==> config.mk <==
export PLATFORM = sky130hd
export DESIGN_NAME = muldiv_unit_flat
export DESIGN_NICKNAME = d
export VERILOG_FILES = /design/src/rtl/muldiv_if.sv /design/src/rtl/muldiv_unit.sv /design/src/flat_wrapper.sv
export SDC_FILE = /design/constraint.sdc
export NUM_CORES = 1
export LEC_CHECK = 0
export ABC_AREA = 1
export CORE_ASPECT_RATIO = 1.4
export CORE_MARGIN = 2
export CORE_UTILIZATION = 40
export DETAILED_ROUTE_END_ITERATION = 10
export GPL_TIMING_DRIVEN = 0
export PLACE_DENSITY = 0.56
export SLEW_MARGIN = 25
export SYNTH_ARGS = -nofsm -noshare
export SYNTH_HDL_FRONTEND = slang
export SYNTH_SLANG_ARGS = --single-unit
==> constraint.sdc <==
create_clock -name clk -period 4 [get_ports clk]
set_input_delay 0.8 -clock clk [delete_from_list [all_inputs] [get_ports clk]]
set_output_delay 0.8 -clock clk [all_outputs]
set_load 0.005 [all_outputs]
==> src/rtl/muldiv_if.sv <==
// Operand/result bundle between execute-stage control and the multiply/divide unit.
interface muldiv_if #(
  parameter int WIDTH = 32
);
  logic             start;
  logic [1:0]       op;
  logic [WIDTH-1:0] data1;
  logic [WIDTH-1:0] data2;
  logic             mthi;
  logic             mtlo;
  logic             busy;
  logic             done;
  logic             div_by_zero;
  logic [WIDTH-1:0] hi;
  logic [WIDTH-1:0] lo;

  modport master (
    output start, op, data1, data2, mthi, mtlo,
    input  busy, done, div_by_zero, hi, lo
  );

  modport slave (
    input  start, op, data1, data2, mthi, mtlo,
    output busy, done, div_by_zero, hi, lo
  );
endinterface

==> src/rtl/muldiv_unit.sv <==
// Iterative MIPS HI/LO unit: shift-add multiply and restoring divide, one bit per clock,
// with sign handling done on magnitudes and corrected in a final FIX cycle.
module muldiv_unit #(
  parameter int WIDTH = 32
) (
  input  logic     clk,
  input  logic     rst,
  muldiv_if.slave  bus
);

  localparam int CW = $clog2(WIDTH + 1);

  typedef enum logic [1:0] {IDLE, RUN, FIX} state_e;
  typedef enum logic [1:0] {OP_MULTU, OP_MULT, OP_DIVU, OP_DIV} op_e;

  state_e           state, state_n;
  op_e              op_q;
  logic [CW-1:0]    cnt;
  logic             sign1, sign2;
  logic [WIDTH-1:0] raw1;
  logic [WIDTH-1:0] mag2;
  logic [WIDTH-1:0] acc;
  logic [WIDTH-1:0] q;
  logic [WIDTH-1:0] hi_q, lo_q;
  logic             done_q, dbz_q;

  logic             is_signed_in;
  logic [WIDTH-1:0] mag1_in, mag2_in;
  logic [WIDTH:0]   add_sum, shifted, diff;
  logic [2*WIDTH-1:0] prod, prod_fix;
  logic [WIDTH-1:0] quot_fix, rem_fix;

  always_ff @(posedge clk) begin
    if (rst) state <= IDLE;
    else     state <= state_n;
  end

  always_comb begin
    state_n = state;
    case (state)
      IDLE:    if (bus.start) state_n = RUN;
      RUN:     if (cnt == CW'(WIDTH - 1)) state_n = FIX;
      FIX:     state_n = IDLE;
      default: state_n = IDLE;
    endcase
  end

  // Operand magnitudes at the accept edge; the most negative value maps to itself as unsigned.
  always_comb begin
    is_signed_in = bus.op[0];
    mag1_in = (is_signed_in && bus.data1[WIDTH-1]) ? -bus.data1 : bus.data1;
    mag2_in = (is_signed_in && bus.data2[WIDTH-1]) ? -bus.data2 : bus.data2;
  end

  // acc/q double as product upper/lower halves for multiply and remainder/quotient for divide.
  always_comb begin
    add_sum = {1'b0, acc} + (q[0] ? {1'b0, mag2} : '0);
    shifted = {acc, q[WIDTH-1]};
    diff    = shifted - {1'b0, mag2};
  end

  always_comb begin
    prod     = {acc, q};
    prod_fix = (op_q == OP_MULT && (sign1 ^ sign2)) ? -prod : prod;
    quot_fix = (op_q == OP_DIV && (sign1 ^ sign2)) ? -q : q;
    rem_fix  = (op_q == OP_DIV && sign1) ? -acc : acc;
  end

  always_ff @(posedge clk) begin
    if (rst) begin
      op_q   <= OP_MULTU;
      cnt    <= '0;
      sign1  <= 1'b0;
      sign2  <= 1'b0;
      raw1   <= '0;
      mag2   <= '0;
      acc    <= '0;
      q      <= '0;
      hi_q   <= '0;
      lo_q   <= '0;
      done_q <= 1'b0;
      dbz_q  <= 1'b0;
    end else begin
      done_q <= 1'b0;
      case (state)
        IDLE: begin
          if (bus.mthi) hi_q <= bus.data1;
          if (bus.mtlo) lo_q <= bus.data1;
          if (bus.start) begin
            op_q  <= op_e'(bus.op);
            sign1 <= bus.op[0] & bus.data1[WIDTH-1];
            sign2 <= bus.op[0] & bus.data2[WIDTH-1];
            raw1  <= bus.data1;
            mag2  <= mag2_in;
            q     <= mag1_in;
            acc   <= '0;
            cnt   <= '0;
            dbz_q <= 1'b0;
          end
        end
        RUN: begin
          cnt <= cnt + 1'b1;
          if (op_q[1]) begin
            if (!diff[WIDTH]) begin
              acc <= diff[WIDTH-1:0];
              q   <= {q[WIDTH-2:0], 1'b1};
            end else begin
              acc <= shifted[WIDTH-1:0];
              q   <= {q[WIDTH-2:0], 1'b0};
            end
          end else begin
            acc <= add_sum[WIDTH:1];
            q   <= {add_sum[0], q[WIDTH-1:1]};
          end
        end
        FIX: begin
          done_q <= 1'b1;
          if (op_q[1]) begin
            if (mag2 == '0) begin
              hi_q  <= raw1;
              lo_q  <= '1;
              dbz_q <= 1'b1;
            end else begin
              hi_q <= rem_fix;
              lo_q <= quot_fix;
            end
          end else begin
            hi_q <= prod_fix[2*WIDTH-1:WIDTH];
            lo_q <= prod_fix[WIDTH-1:0];
          end
        end
        default: ;
      endcase
    end
  end

  assign bus.busy        = (state != IDLE);
  assign bus.done        = done_q;
  assign bus.div_by_zero = dbz_q;
  assign bus.hi          = hi_q;
  assign bus.lo          = lo_q;

endmodule

==> src/flat_wrapper.sv <==
// flat-port wrapper written by rule: the top's interface ports become plain ports
module muldiv_unit_flat 
#(
  parameter int WIDTH = 32
)
  (clk, rst, bus_start, bus_op, bus_data1, bus_data2, bus_mthi, bus_mtlo, bus_busy, bus_done, bus_div_by_zero, bus_hi, bus_lo);
  muldiv_if #(.WIDTH(WIDTH)) bus_i ();
  input  logic clk;
  input  logic rst;
  input wire logic [$bits(bus_i.start)-1:0] bus_start;
  input wire logic [$bits(bus_i.op)-1:0] bus_op;
  input wire logic [$bits(bus_i.data1)-1:0] bus_data1;
  input wire logic [$bits(bus_i.data2)-1:0] bus_data2;
  input wire logic [$bits(bus_i.mthi)-1:0] bus_mthi;
  input wire logic [$bits(bus_i.mtlo)-1:0] bus_mtlo;
  output wire logic [$bits(bus_i.busy)-1:0] bus_busy;
  output wire logic [$bits(bus_i.done)-1:0] bus_done;
  output wire logic [$bits(bus_i.div_by_zero)-1:0] bus_div_by_zero;
  output wire logic [$bits(bus_i.hi)-1:0] bus_hi;
  output wire logic [$bits(bus_i.lo)-1:0] bus_lo;
  assign bus_i.start = bus_start;
  assign bus_i.op = bus_op;
  assign bus_i.data1 = bus_data1;
  assign bus_i.data2 = bus_data2;
  assign bus_i.mthi = bus_mthi;
  assign bus_i.mtlo = bus_mtlo;
  assign bus_busy = bus_i.busy;
  assign bus_done = bus_i.done;
  assign bus_div_by_zero = bus_i.div_by_zero;
  assign bus_hi = bus_i.hi;
  assign bus_lo = bus_i.lo;
  muldiv_unit #(.WIDTH(WIDTH)) u_core (.clk(clk), .rst(rst), .bus(bus_i));
endmodule
Yosys cells after proc, flatten, opt, wreduce, memory -nomap -nowiden:

Cells that the tools add are included.

* register bits: 206
* output and inout port bits: 67
* word-level logic and storage cells: 83
* input port bits: 71

* $add $sub $neg: 8
* multiplexer cells: 32
* reductions and logical operators: 16
* bitwise logic cells: 3
* eq/ne operators: 11

Operators with widths (number)
* $mux 32: 16
* $pmux 32 s2: 4
* $neg 32->32: 4
* $mux 64: 1
* $neg 64->64: 1
* $add 32x33->33: 1
* $sub 33x32->33: 1
* $logic_not 32->1: 1
* $pmux 6 s2: 1
* $reduce_and 2->1: 5
* $add 6x1->6 const B: 1
* $eq 6x5->1 const B: 1
* $mux 6: 1
* $ne 2x1->1 const B: 3
* $ne 2x2->1 const B: 3
* $reduce_bool 2->1: 3
* $logic_and 1x1->1: 5
* $mux 1: 5
* $eq 2x1->1 const B: 2
* $eq 2x2->1 const B: 2
* $mux 2: 2
* $pmux 2 s2: 1
* $reduce_and 4->1: 1
* $and 1x1->1: 2
* other kinds (3): 3

Longest topological paths before layout:

* depth after elaboration: 6
* gate-level depth with buffers: 20
* mapped depth without buffers: 18

Least setup slack after synthesis:

Ideal clock, no wire load.

* path type: register to register
* start point: register u_core.q[0]
* end point: register u_core.acc[27]
* arrival: 2303 ps
* required time: 3868 ps
* slack: 1564 ps
* period minus slack after synthesis: 2436 ps
* library setup time: 132 ps
* path buffers: 2
* cell stages (with the launch flop): 20
* cell sequence: dfxtp_1 buf_2 buf_1 nand2_1 inv_1 ha_1 inv_1 fa_1 inv_1 nand3_1 nand3_1 nand2_1 nand3_1 nand3_1 nand3_1 nand2_1 nor2_1 nor2_1 nand2_1 a21oi_1

* cells in the longest elaborated chain, start to end: 4

RTL lines
* from (decl): line muldiv_unit.sv:23 `logic [WIDTH-1:0] q;`
* from (signal assigned): line muldiv_unit.sv:95 `q <= mag1_in;`
* from (signal assigned): line muldiv_unit.sv:106 `q <= {q[WIDTH-2:0], 1'b1};`
* from (signal assigned): line muldiv_unit.sv:109 `q <= {q[WIDTH-2:0], 1'b0};`
* $mux 32: line muldiv_unit.sv:57 `add_sum = {1'b0, acc} + (q[0] ? {1'b0, mag2} : '0);`
* $add 32x33->33: line muldiv_unit.sv:57
* $mux 32: line muldiv_unit.sv:103 `if (op_q[1]) begin`
* $pmux 32 s2: line muldiv_unit.sv:85 `case (state)`
* to (signal assigned): line muldiv_unit.sv:105 `acc <= diff[WIDTH-1:0];`
* to (signal assigned): line muldiv_unit.sv:108 `acc <= shifted[WIDTH-1:0];`
* to (signal assigned): line muldiv_unit.sv:112 `acc <= add_sum[WIDTH:1];`
* to (decl): line muldiv_unit.sv:22 `logic [WIDTH-1:0] acc;`

Every way passes these cells.
A chain may end at the register's enable or synchronous reset.

Worst setup path after layout:

Ends and elaborated chain as after synthesis.

==> summary.txt <==
Post-Syn Nets = 3,680
Run status = complete, no violations
Cell Area, Synth = 19,700 sq um
Largest net degree at the start of global routing = 14
Startpoint Class = flop
Util after Layout = 0.467
Worst VDD drop = 0.301 mV
Vias per Instance = 5.67
Skew-Pair Late Insertion Delay = 0.58 ns
Register area share after synthesis = 0.210
Cell Pwr Density = 355 nW/um^2
Layout Skew = 0.0177 ns
Total GRT Usage = 0.420
P_leak = 11.3 nW
Drt total wl = 109 mm
Die area = 51,000 sq um
Synth Flop Type = dfxtp_1
Post-CTS Resized = 0
Vias in the first global route = 23,430
Post-synth EDFFs = 0
# rows = 96
Nets = 3,844
WL/cell = 25.0 um
Htree depth = 1
Flop and latch count out of synthesis = 206
I/O Buffers = 136
Max-cap violations = 0
DRC viols = 0
Final setup viols = 0
First-pass GRT wire length = 155 mm
CTS Buf Count = 26
Hold WC Path Type = flop to flop
Setup slack, reg-to-reg = 0.55 ns
Core area = 48,800 sq um
Clock sink total = 206
Async S/R FF share, synth = 0
Initial core utilization = 0.403
Final Hold Vio Count = 0
Initial antenna violation count = 5
Layout cell share with drive strength beyond 1 = 0.0454
Chip height = 266 um
Root Buffer = clkbuf_16
Postcts setup bufs = 0
Vias = 24,720
Yosys cell types = 51
DPL Wire Length = 89.5 mm
Die X = 191 um
Layout area overhead = 15.9%
Detailed Routing Iterations Pass 1 = 6
Worst-path clk slew = 0.06 ns
Required @ worst endpoint = 4.42 ns
Critical Path AT = 3.87 ns
CP Max Fanout = 10
Mean Syn Cell Area = 5.56 sq um
Finished Layout Cells = 4,361
CTS Buffer Depth = 3
Final Wtd Congestion = 1.05
Commonest non-fill, non-tap cell in the layout = nand2_1
Critical path class = flop to flop
CP Capture Type = flop
Grt ovf = 0
Antenna viol nets, final = 0
Inst Count DP = 4,311
Ys Warns = 0
Max frequency = 0.290 GHz
Hold-fix buffers, CTS = 0
CTS tree = built
Least-Margin Pin Slew = 1.15 ns
I/O Pins = 138
Tot Pwr = 8.09 mW
Period Utilization, post-route = 0.862
Min Tclk post-route = 3.45 ns
Max-slew headroom = 0.235
RSZ-0062 raised after global routing = false
Setup TNS = 0 ns
1st-iter DRT viols = 2,409
Most frequent cells in the layout = nand2_1, inv_1, nor2_1
Fill count = 5,496
Cells after Synth = 3,538
Final max-slew violation count = 0
-- kinds of logic (layout without fill, tap and decap cells) --
| family | after synthesis | in the layout | synth area share |
|---|---|---|---|
| XOR/XNOR | 99 | 99 | 0.0441 |
| buffers and inverters | 704 | 888 | 0.138 |
| flip-flops | 206 | 206 | 0.210 |
| adder cells (fa/ha/maj) | 71 | 71 | 0.0459 |
| AO/OA/AOI/OAI | 635 | 635 | 0.174 |
| other | 0 | 2 | 0 |
| AND/OR/NAND/NOR | 1823 | 1823 | 0.388 |
-- path summary, 6_finish.rpt --
check | from | endpoint | cells past startpoint
worst max-delay path | u_core.q[0]$_SDFFE_PP0P_ | u_core.acc[27]$_SDFFE_PP0P_ | 19
worst min-delay path | u_core.raw1[17]$_SDFFE_PP0P_ | u_core.raw1[17]$_SDFFE_PP0P_ | 2
worst max register to register | u_core.q[0]$_SDFFE_PP0P_ | u_core.acc[27]$_SDFFE_PP0P_ | 19
worst min register to register | u_core.raw1[17]$_SDFFE_PP0P_ | u_core.raw1[17]$_SDFFE_PP0P_ | 2
-- final cells by class --
| type | instances | area, sq um | share of cell area |
|---|---|---|---|
| antenna | 2 | 5.00 | 0.000220 |
| buffer | 139 | 594 | 0.0261 |
| clock buffer | 38 | 807 | 0.0354 |
| clock inverter | 10 | 141 | 0.00621 |
| inverter | 565 | 2120 | 0.0931 |
| multi-input combinational | 2628 | 12800 | 0.563 |
| sequential | 206 | 4120 | 0.181 |
| tap | 637 | 797 | 0.0350 |
| timing repair buffer | 136 | 1360 | 0.0597 |
-- report_power, final --
part | switching, mW | internal [mW]
clock | 1.06 | 1.59
sequential | 0.236 | 2.22
combinational | 2.10 | 0.887
-- cell usage after synthesis (5+ instances only) --
cell / count / area share
a21oi_1: 261 / 0.066
a21oi_2: 12 / 0.0053
a221oi_1: 7 / 0.0031
a31oi_1: 15 / 0.0048
and2_1: 8 / 0.0025
buf_1: 15 / 0.0029
buf_2: 26 / 0.0066
clkbuf_1: 93 / 0.018
dfxtp_1: 206 / 0.21
ha_1: 69 / 0.044
inv_1: 549 / 0.10
inv_2: 15 / 0.0029
nand2_1: 1066 / 0.20
nand2_2: 18 / 0.0057
nand2_4: 9 / 0.0052
nand3_1: 236 / 0.060
nand3_2: 10 / 0.0051
nand3b_1: 7 / 0.0027
nand4_1: 50 / 0.016
nor2_1: 367 / 0.070
nor2_2: 6 / 0.0019
nor3_1: 28 / 0.0071
o211ai_1: 22 / 0.0084
o21ai_0: 280 / 0.071
o21ai_1: 6 / 0.0015
o221ai_1: 7 / 0.0031
o31ai_1: 5 / 0.0019
xnor2_1: 19 / 0.0085
xor2_1: 80 / 0.036
-- per-layer routing --
layer  share of wire  GRT usage  routed length, um  vias up
met5         0.00026          0                 28        -
met4            0.14      0.478              15000        4
met3           0.067     0.0693               7310      540
met2            0.45      0.688              49400     1352
met1            0.34      0.426              37200    11274
li1                -          -                  -    11550
-- worst max-delay path: stages (launching register included) --
cell,delay (ns)
dfxtp_1,0.30
buf_2,0.25
buf_1,0.47
nand2_1,0.09
inv_1,0.07
ha_1,0.19
inv_1,0.07
fa_1,0.44
inv_1,0.11
nand3_1,0.07
nand3_1,0.21
nand2_1,0.08
nand3_1,0.17
nand3_1,0.12
nand3_1,0.11
nand2_1,0.05
nor2_1,0.24
nor2_1,0.09
nand2_1,0.09
a21oi_1,0.06
-- metrics by stage --
step	setup WS [ns]	hold slack, ns	instance area [sq um]
after CTS	0.618	0.458	22800
after detailed placement	0.354	0.448	21800
after global routing	0.343	0.477	22800
final	0.552	0.456	22800
after floorplan	1.56	0.424	19700
after global placement	0.367	0.441	21800
-- registers in the layout, indices dropped and copies added, names as in the netlist --
signal / flops
u_core.bus.hi: 32
u_core.op_q: 2
u_core.acc: 32
u_core.state: 2
u_core.mag2: 32
u_core.bus.div_by_zero: 1
u_core.q: 32
u_core.sign2: 1
u_core.bus.done: 1
u_core.bus.lo: 32
u_core.sign1: 1
u_core.raw1: 32
u_core.cnt: 6
Power figures use the tool's default switching activity.
